$ cat config.mk
export PLATFORM = sky130hd
export DESIGN_NAME = pcpi_insn_sequencer
export DESIGN_NICKNAME = d
export VERILOG_FILES = /design/src/rtl/pcpi_insn_sequencer.sv
export SDC_FILE = /design/constraint.sdc
export NUM_CORES = 1
export LEC_CHECK = 0
export CAP_MARGIN = 25
export CORE_UTILIZATION = 35
export DETAILED_ROUTE_END_ITERATION = 16
export GPL_TIMING_DRIVEN = 0
export PLACE_DENSITY = 0.67
export RECOVER_POWER = 100
export SYNTH_ARGS = -nofsm -noshare
export SYNTH_HDL_FRONTEND = slang
export SYNTH_SLANG_ARGS = --single-unit
export TNS_END_PERCENT = 30
$ cat constraint.sdc
create_clock -name clk -period 5.3 [get_ports clk]
set_input_delay 0.795 -clock clk [delete_from_list [all_inputs] [get_ports clk]]
set_output_delay 0.795 -clock clk [all_outputs]
set_load 0.005 [all_outputs]
$ cat src/rtl/pcpi_insn_sequencer.sv
// Nibble-serial front end for a PCPI coprocessor.
// Loads a 32-bit instruction, issues it, then drains the 32-bit result.
module pcpi_insn_sequencer #(
  parameter int TIMEOUT_CYCLES = 64
) (
  input  logic        clk,
  input  logic        rst_n,
  input  logic [3:0]  nib_in,
  input  logic        nib_valid,
  output logic        nib_ack,
  output logic        pcpi_valid,
  output logic [31:0] pcpi_insn,
  input  logic        pcpi_ready,
  input  logic        pcpi_wait,
  input  logic        pcpi_wr,
  input  logic [31:0] pcpi_rd,
  output logic [3:0]  res_nib,
  output logic        res_valid,
  input  logic        res_ack,
  output logic        busy,
  output logic        done,
  output logic        err_timeout
);

  typedef enum logic [1:0] {
    LOAD  = 2'd0,
    ISSUE = 2'd1,
    DRAIN = 2'd2
  } state_t;

  localparam logic [7:0] TLAST = 8'(TIMEOUT_CYCLES - 1);

  state_t      state_q, state_d;
  logic [2:0]  cnt_q, cnt_d;
  logic [7:0]  tcnt_q, tcnt_d;
  logic [31:0] insn_q, insn_d;
  logic [31:0] res_q, res_d;
  logic        ack_q, ack_d;
  logic        done_q, done_d;
  logic        err_q, err_d;

  // Next-state and datapath updates for load, issue and drain phases
  always_comb begin
    state_d = state_q;
    cnt_d   = cnt_q;
    tcnt_d  = tcnt_q;
    insn_d  = insn_q;
    res_d   = res_q;
    err_d   = err_q;
    ack_d   = 1'b0;
    done_d  = 1'b0;
    unique case (state_q)
      LOAD: begin
        if (nib_valid) begin
          insn_d[{cnt_q, 2'b00} +: 4] = nib_in;
          ack_d = 1'b1;
          cnt_d = cnt_q + 3'd1;
          if (cnt_q == 3'd0) err_d = 1'b0;
          if (cnt_q == 3'd7) begin
            tcnt_d  = 8'd0;
            state_d = ISSUE;
          end
        end
      end
      ISSUE: begin
        if (pcpi_ready) begin
          if (pcpi_wr) begin
            res_d   = pcpi_rd;
            state_d = DRAIN;
          end else begin
            done_d  = 1'b1;
            state_d = LOAD;
          end
        end else if (!pcpi_wait) begin
          if (tcnt_q == TLAST) begin
            err_d   = 1'b1;
            state_d = LOAD;
          end else begin
            tcnt_d = tcnt_q + 8'd1;
          end
        end
      end
      DRAIN: begin
        if (res_ack) begin
          cnt_d = cnt_q + 3'd1;
          if (cnt_q == 3'd7) begin
            done_d  = 1'b1;
            state_d = LOAD;
          end
        end
      end
      default: state_d = LOAD;
    endcase
  end

  // State register with synchronous active-low reset
  always_ff @(posedge clk) begin
    if (!rst_n) begin
      state_q <= LOAD;
      cnt_q   <= 3'd0;
      tcnt_q  <= 8'd0;
      insn_q  <= 32'd0;
      res_q   <= 32'd0;
      ack_q   <= 1'b0;
      done_q  <= 1'b0;
      err_q   <= 1'b0;
    end else begin
      state_q <= state_d;
      cnt_q   <= cnt_d;
      tcnt_q  <= tcnt_d;
      insn_q  <= insn_d;
      res_q   <= res_d;
      ack_q   <= ack_d;
      done_q  <= done_d;
      err_q   <= err_d;
    end
  end

  assign pcpi_valid  = (state_q == ISSUE);
  assign res_valid   = (state_q == DRAIN);
  assign busy        = (state_q != LOAD);
  assign res_nib     = res_valid ? res_q[{cnt_q, 2'b00} +: 4] : 4'd0;
  assign pcpi_insn   = insn_q;
  assign nib_ack     = ack_q;
  assign done        = done_q;
  assign err_timeout = err_q;

endmodule

# Word-level counts from Yosys, hierarchy flattened
# Cells that the tools add are included.
[classes] add_sub_neg=3 n_eq_ne=15 shifts=3 n_mux=32 n_reduce_logical=12
[ops] cell="$mux W8" n=5
[ops] cell="$bwmux W32" n=1
[ops] cell="$shift A4 B7 Y32 const A" n=1
[ops] cell="$shiftx A32 B6 Y4" n=1
[ops] cell="$shiftx A4 B7 Y32" n=1
[ops] cell="$reduce_and A6 Y1" n=3
[ops] cell="$mux W2" n=8
[ops] cell="$pmux W8 S2" n=1
[ops] cell="$ne A2 B2 Y1 const B" n=6
[ops] cell="$mux W1" n=10
[ops] cell="$add A8 B1 Y8 const B" n=1
[ops] cell="$eq A8 B6 Y1 const B" n=1
[ops] cell="$neg A5 Y7" n=1
[ops] cell="$mux W3" n=2
[ops] cell="$ne A2 B1 Y1 const B" n=3
[ops] cell="$pmux W2 S3" n=1
[ops] cell="$pmux W3 S2" n=1
[ops] cell="$reduce_and A3 Y1" n=2
[ops] cell="$reduce_bool A2 Y1" n=3
[ops] cell="$mux W4" n=1
[ops] cell="$pmux W1 S2" n=2
[ops] cell="$reduce_and A2 Y1" n=2
[ops] cell="$add A3 B1 Y3 const B" n=1
[ops] cell="$eq A3 B3 Y1 const B" n=1
[ops] cell="6 further kinds" n=6
[totals] reg_bits=80 input_bits=43 word_cells=73

# Logic depth before layout (Yosys ltp)
[logic_depth] depth_word=5 ltp_mapped=10

# Least setup slack after synthesis
# Ideal clock, no wire load.
[synth_timing] path_type="reg-to-reg" startpoint="reg cnt_q[0]" endpoint="reg insn_q[16] (netlist: pcpi_insn[16])" setup_ps=128 t_arrival_ps=2239 required_ps=5172 slack_ps=2933 path_stages_with_launch=11 cell_sequence="dfxtp_1 buf_2 buf_1 inv_1 ha_1 ha_1 and3_2 and3_1 clkbuf_1 mux2i_1 nor2_1"
[synth_between] elab_chain_len=3 elab_cells_between_ends=4 cone_classes="add/sub: 1; shift: 2; mux: 1"
[synth_lines] element="from (decl)" line_no="34" text="logic [2:0] cnt_q, cnt_d;"
[synth_lines] element="from (signal assigned)" line_no="109" text="cnt_q <= cnt_d;"
[synth_lines] element="$neg A5 Y7 *" line_no="55" text="insn_d[{cnt_q, 2'b00} +: 4] = nib_in;"
[synth_lines] element="$shiftx A4 B7 Y32 / $shift A4 B7 Y32 (equally long branches)" line_no="55"
[synth_lines] element="$bwmux W32 *" line_no="55"
[synth_lines] element="to (signal assigned)" line_no="111" text="insn_q <= insn_d;"
[synth_lines] element="to (decl)" line_no="36" text="logic [31:0] insn_q, insn_d;"
# Every way passes the cells marked *; elsewhere a longest branch is shown, timed or not.
# A chain may end at the register's enable or synchronous reset.

# Worst setup path after layout
[layout_timing] startpoint="reg cnt_q[0]" endpoint="out res_nib[2]"
[layout_between] elab_chain_len=2
[layout_lines] element="$shiftx A32 B6 Y4" line_no="122" text="assign res_nib = res_valid ? res_q[{cnt_q, 2'b00} +: 4] : 4'd0;"
[layout_lines] element="$mux W4" line_no="122"
[layout_lines] element="to (decl)" line_no="17" text="output logic [3:0] res_nib,"
# No other way between the ends.

==> summary by stage <==
Outcome
The flow ran to the end, and the final reports show no timing, DRC or antenna violations.

Timing
The slew of the pin with the lowest slew margin is 706 ps. The highest attainable clock frequency is 263 MHz. Setup repair after global routing left no endpoint under its margin. The worst hold slack is 456 ps. The final total negative setup slack is 0 ps.

Setup violations remaining at the end of the flow were counted as 0. The post-route clock period utilization is 71.7%. The minimum clock period is 3800 ps.

The hold violation total from the final report was 0. The final setup skew is 12.2 ps. The number of pins with negative max-slew slack in the final report is 0. The worst pin sits at a relative slew slack of 52.3%.

Placement
The congestion estimate from routability-driven global placement came to 0.778. Port buffering added 84 buffers. The placed standard-cell area is 4640 um^2. Counting tap cells, the placed design contains a total of 631 instances. Once detailed placement completed, the half-perimeter wirelength came to 6.93 mm.

Finish
Measured on the finished design, the core utilization comes to 48.8%. Fill cells in the final layout number 941. The multi-input gate area in the final layout is 1880 um^2. Cells with a size suffix above 1 make up 5.45% of the layout. The count of placed standard cells in the final layout, fillers left out is 647.

From synthesis to final layout, the design area changed by 32.9%. The total inserted antenna cells is 0. The cell area after layout is 4830 um^2.

The area of all sequential standard cells is 1600 um^2. The final layout net count is 563.

CTS
The number of buffers added by the clock tree synthesis step is 9. After clock tree synthesis, the flow added hold-fix buffers numbering 0. The number of sinks driven by the clock tree is 80. The clock latency on the worst-skew pair is 350 ps. The number of buffers added for setup after CTS is 0. TritonCTS built the clock tree.

The number of gates resized after CTS is 0. The tree is rooted in a clkbuf_8. The maximum root-to-sink buffer count is 2.

Clock-pin slew was measured on the worst setup and hold paths at 80 ps. The maximum level of the CTS H-tree is 3.

Hold path
The type of the most critical hold path is flip-flop to flip-flop. Along the worst hold path, the cell count comes to 2. In this run the most critical hold path is launched from res_q[15]$_SDFFE_PN0P_.

The worst hold path endpoint is res_q[15]$_SDFFE_PN0P_.

Synth
The number of nets handed over by synthesis was 468. The xor-xnor portion of the synthesized cell area is 0.241%. In the synthesized netlist the async set-or-reset flop fraction comes to 0%. The synthesized netlist devotes 9.94% of its cell area to compound gates. The fraction of synthesized area in multiplexers is 15.1%. Sorting the synthesized cells by area gives the leading types as dfxtp_1 44%, mux2i_1 10%, nand2_1 9.2%.

Counting instances in the post-synthesis netlist gives the leading cell types as 89 x nand2_1, 80 x dfxtp_1, 39 x nor2_1, 38 x a21oi_1, 37 x mux2i_1. The synthesized design spends more area on one cell type than any other, namely dfxtp_1. Of the synthesized area, sequential elements account for 44.0%.

The Yosys step of the flow raised 0 warnings. The top cell type by area accounts for 44.0% of the synthesized area. The number of different library cells used by synthesis comes to 40. The per-instance average area after synthesis is 8.78 um^2.

The leading register cell type out of synthesis is dfxtp_1. nand2_1 is the most common cell in the netlist. Summing the areas of all and, or, nand and nor instances in the mapped netlist gives 22.7% of the synthesized area. The dominant combinational cell family by area after synthesis is simple AND/OR/NAND/NOR gates.

Counting flops with a built-in enable in the synthesized netlist gives 0. The adder-cell share of the synthesized area is 3.79%. Synthesis inferred 80 register bits. The synthesized instance count is 414. The total standard cell area after synthesis is 3640 um^2.

Route
In the final routed layout, each cell accounts on average for 14.1 um. For this block, the routed nets add up to 9.15 mm of wire. The detail route stage leaves a number of antenna-violating nets equal to 0. The total number of vias is 3251. The count of unresolved DRC violations after routing is 0. For this run, the detailed router's first-pass iteration total came to 4. After detailed routing, the number of vias per cell comes to 5.02.

The count of routing violations after the opening detailed-route iteration is 111.

Critical path
The type of origin of the critical path is a flip-flop. The setup slack of the most critical reg-to-reg path is 2300 ps. The worst setup path is captured at an output port. The data arrival at the endpoint of the critical path is 3010 ps. The launch instance of the worst register-to-register path is cnt_q[0]$_SDFFE_PN0P_.

The classification of the worst setup path is flip-flop to output port. The cell count of the worst reg-to-reg path is 10. The maximum fanout count along the critical path is 10. The worst register-to-register path ends at pcpi_insn[16]$_SDFFE_PN0P_.

At the worst endpoint, the required time is 4510 ps.

Die
The floorplan step set the die height to 104 um. The starting density of the core is 36.7%. The area of the die is 10800 um^2.

The standard-cell row count is 36. 85 I/O pins were placed. The floorplan step set the die width to 104 um. The area inside the core boundary is 9910 um^2.

Global routing
The number of antenna violations at the first check in global routing is 0. Global routing consumed, over all layers together, 17.6% of the routing resources. The first-pass GRT wire length is 15.2 mm. The maximum number of pins on one net before global-route repair is 15. The total overflow left after global routing is 0. The number of global-route vias before repair is 3178.

Power and ir drop
The peak ir drop on the vdd network is 0.134 mV. The total leakage power is 2.01 nW. For this design the ratio of total power to cell area is 247 nW/um^2.

Flow run
The count of maximum capacitance violations is 0.
## final cells by class
class                           instances  area share, %
Multi-Input combinational cell        299           38.9
Sequential cell                        80           33.1
Timing Repair Buffer                   84           17.4
Tap cell                              133           3.44
Clock buffer                           11           2.93
Buffer                                 26           2.20
Clock inverter                          5           1.32
Inverter                                9          0.699
## worst max-delay path, stage by stage, from the launching register on
cell and delay, ps:
dfxtp_1 380, clkbuf_1 410, clkbuf_1 480, mux4_2 570, nand2_1 70, a21boi_0 130
dlygate4sd3_1 610
## how the worst max path moves through the flow
stage	start	to	slack [ps]	cells past startpoint
6_report	cnt_q[0]$_SDFFE_PN0P_	res_nib[2]	1500	6
5_1_grt	cnt_q[0]$_SDFFE_PN0P_	res_nib[2]	1250	6
4_1_cts	cnt_q[0]$_SDFFE_PN0P_	res_nib[2]	1810	6
3_5_place_dp	cnt_q[0]$_SDFFE_PN0P_	res_nib[2]	2210	6
3_3_place_gp	cnt_q[0]$_SDFFE_PN0P_	res_nib[2]	2190	6
2_1_floorplan	cnt_q[0]$_SDFFE_PN0P_	pcpi_insn[16]$_SDFFE_PN0P_	2930	10
## placed cells by master (no fill, tap or decap), types with 4 or more instances in the layout
master and count:
nand2_1 89, dfxtp_1 80, dlygate4sd3_1 43, clkdlybuf4s50_1 41, nor2_1 39, a21oi_1 38, mux2i_1 37, clkbuf_1 25
nand3_1 14, and2_1 12, ha_1 11, clkbuf_8 10, inv_1 9, mux4_2 8, nand4_1 5, a21boi_0 4
and3_1 4, o311ai_0 4, nor3_1 4
## kinds of logic after synthesis
family,count (synthesis)
and+or+nand+nor,183
DFF,80
AOI/OAI and AO/OA,59
muxes,45
buffers and inverters,35
adders and majority gates,11
xor gates and xnor gates,1
## where the power goes
| part | internal (mW) | leakage (nW) | switching (mW) | total, mW |
|---|---|---|---|---|
| sequential | 0.606 | 0.645 | 0.00402 | 0.610 |
| combinational | 0.0591 | 1.27 | 0.0599 | 0.119 |
| clock | 0.234 | 0.100 | 0.230 | 0.464 |
| total | 0.899 | 2.01 | 0.294 | 1.19 |
## registers in the layout, summed over array words and instances (netlist names)
signal	flops
tcnt_q	8
err_timeout	1
cnt_q	3
res_q	32
nib_ack	1
state_q	2
pcpi_insn	32
done	1
## per-stage QoR
| stage | total power, mW | worst slack (ps) |
|---|---|---|
| floorplan | 0.684 | 2930 |
| global placement | 0.743 | 2190 |
| detailed placement | 0.745 | 2210 |
| CTS | 1.20 | 1810 |
| global route | 1.24 | 1250 |
| finish | 1.19 | 1500 |
## routing by layer
metal,global-route usage (%),part of all wire (%)
met1,22.2,45
met2,30.1,49
met3,4.20,5.6
met4,4.59,0.62
met5,0,0
Power figures use the tool's default switching activity.
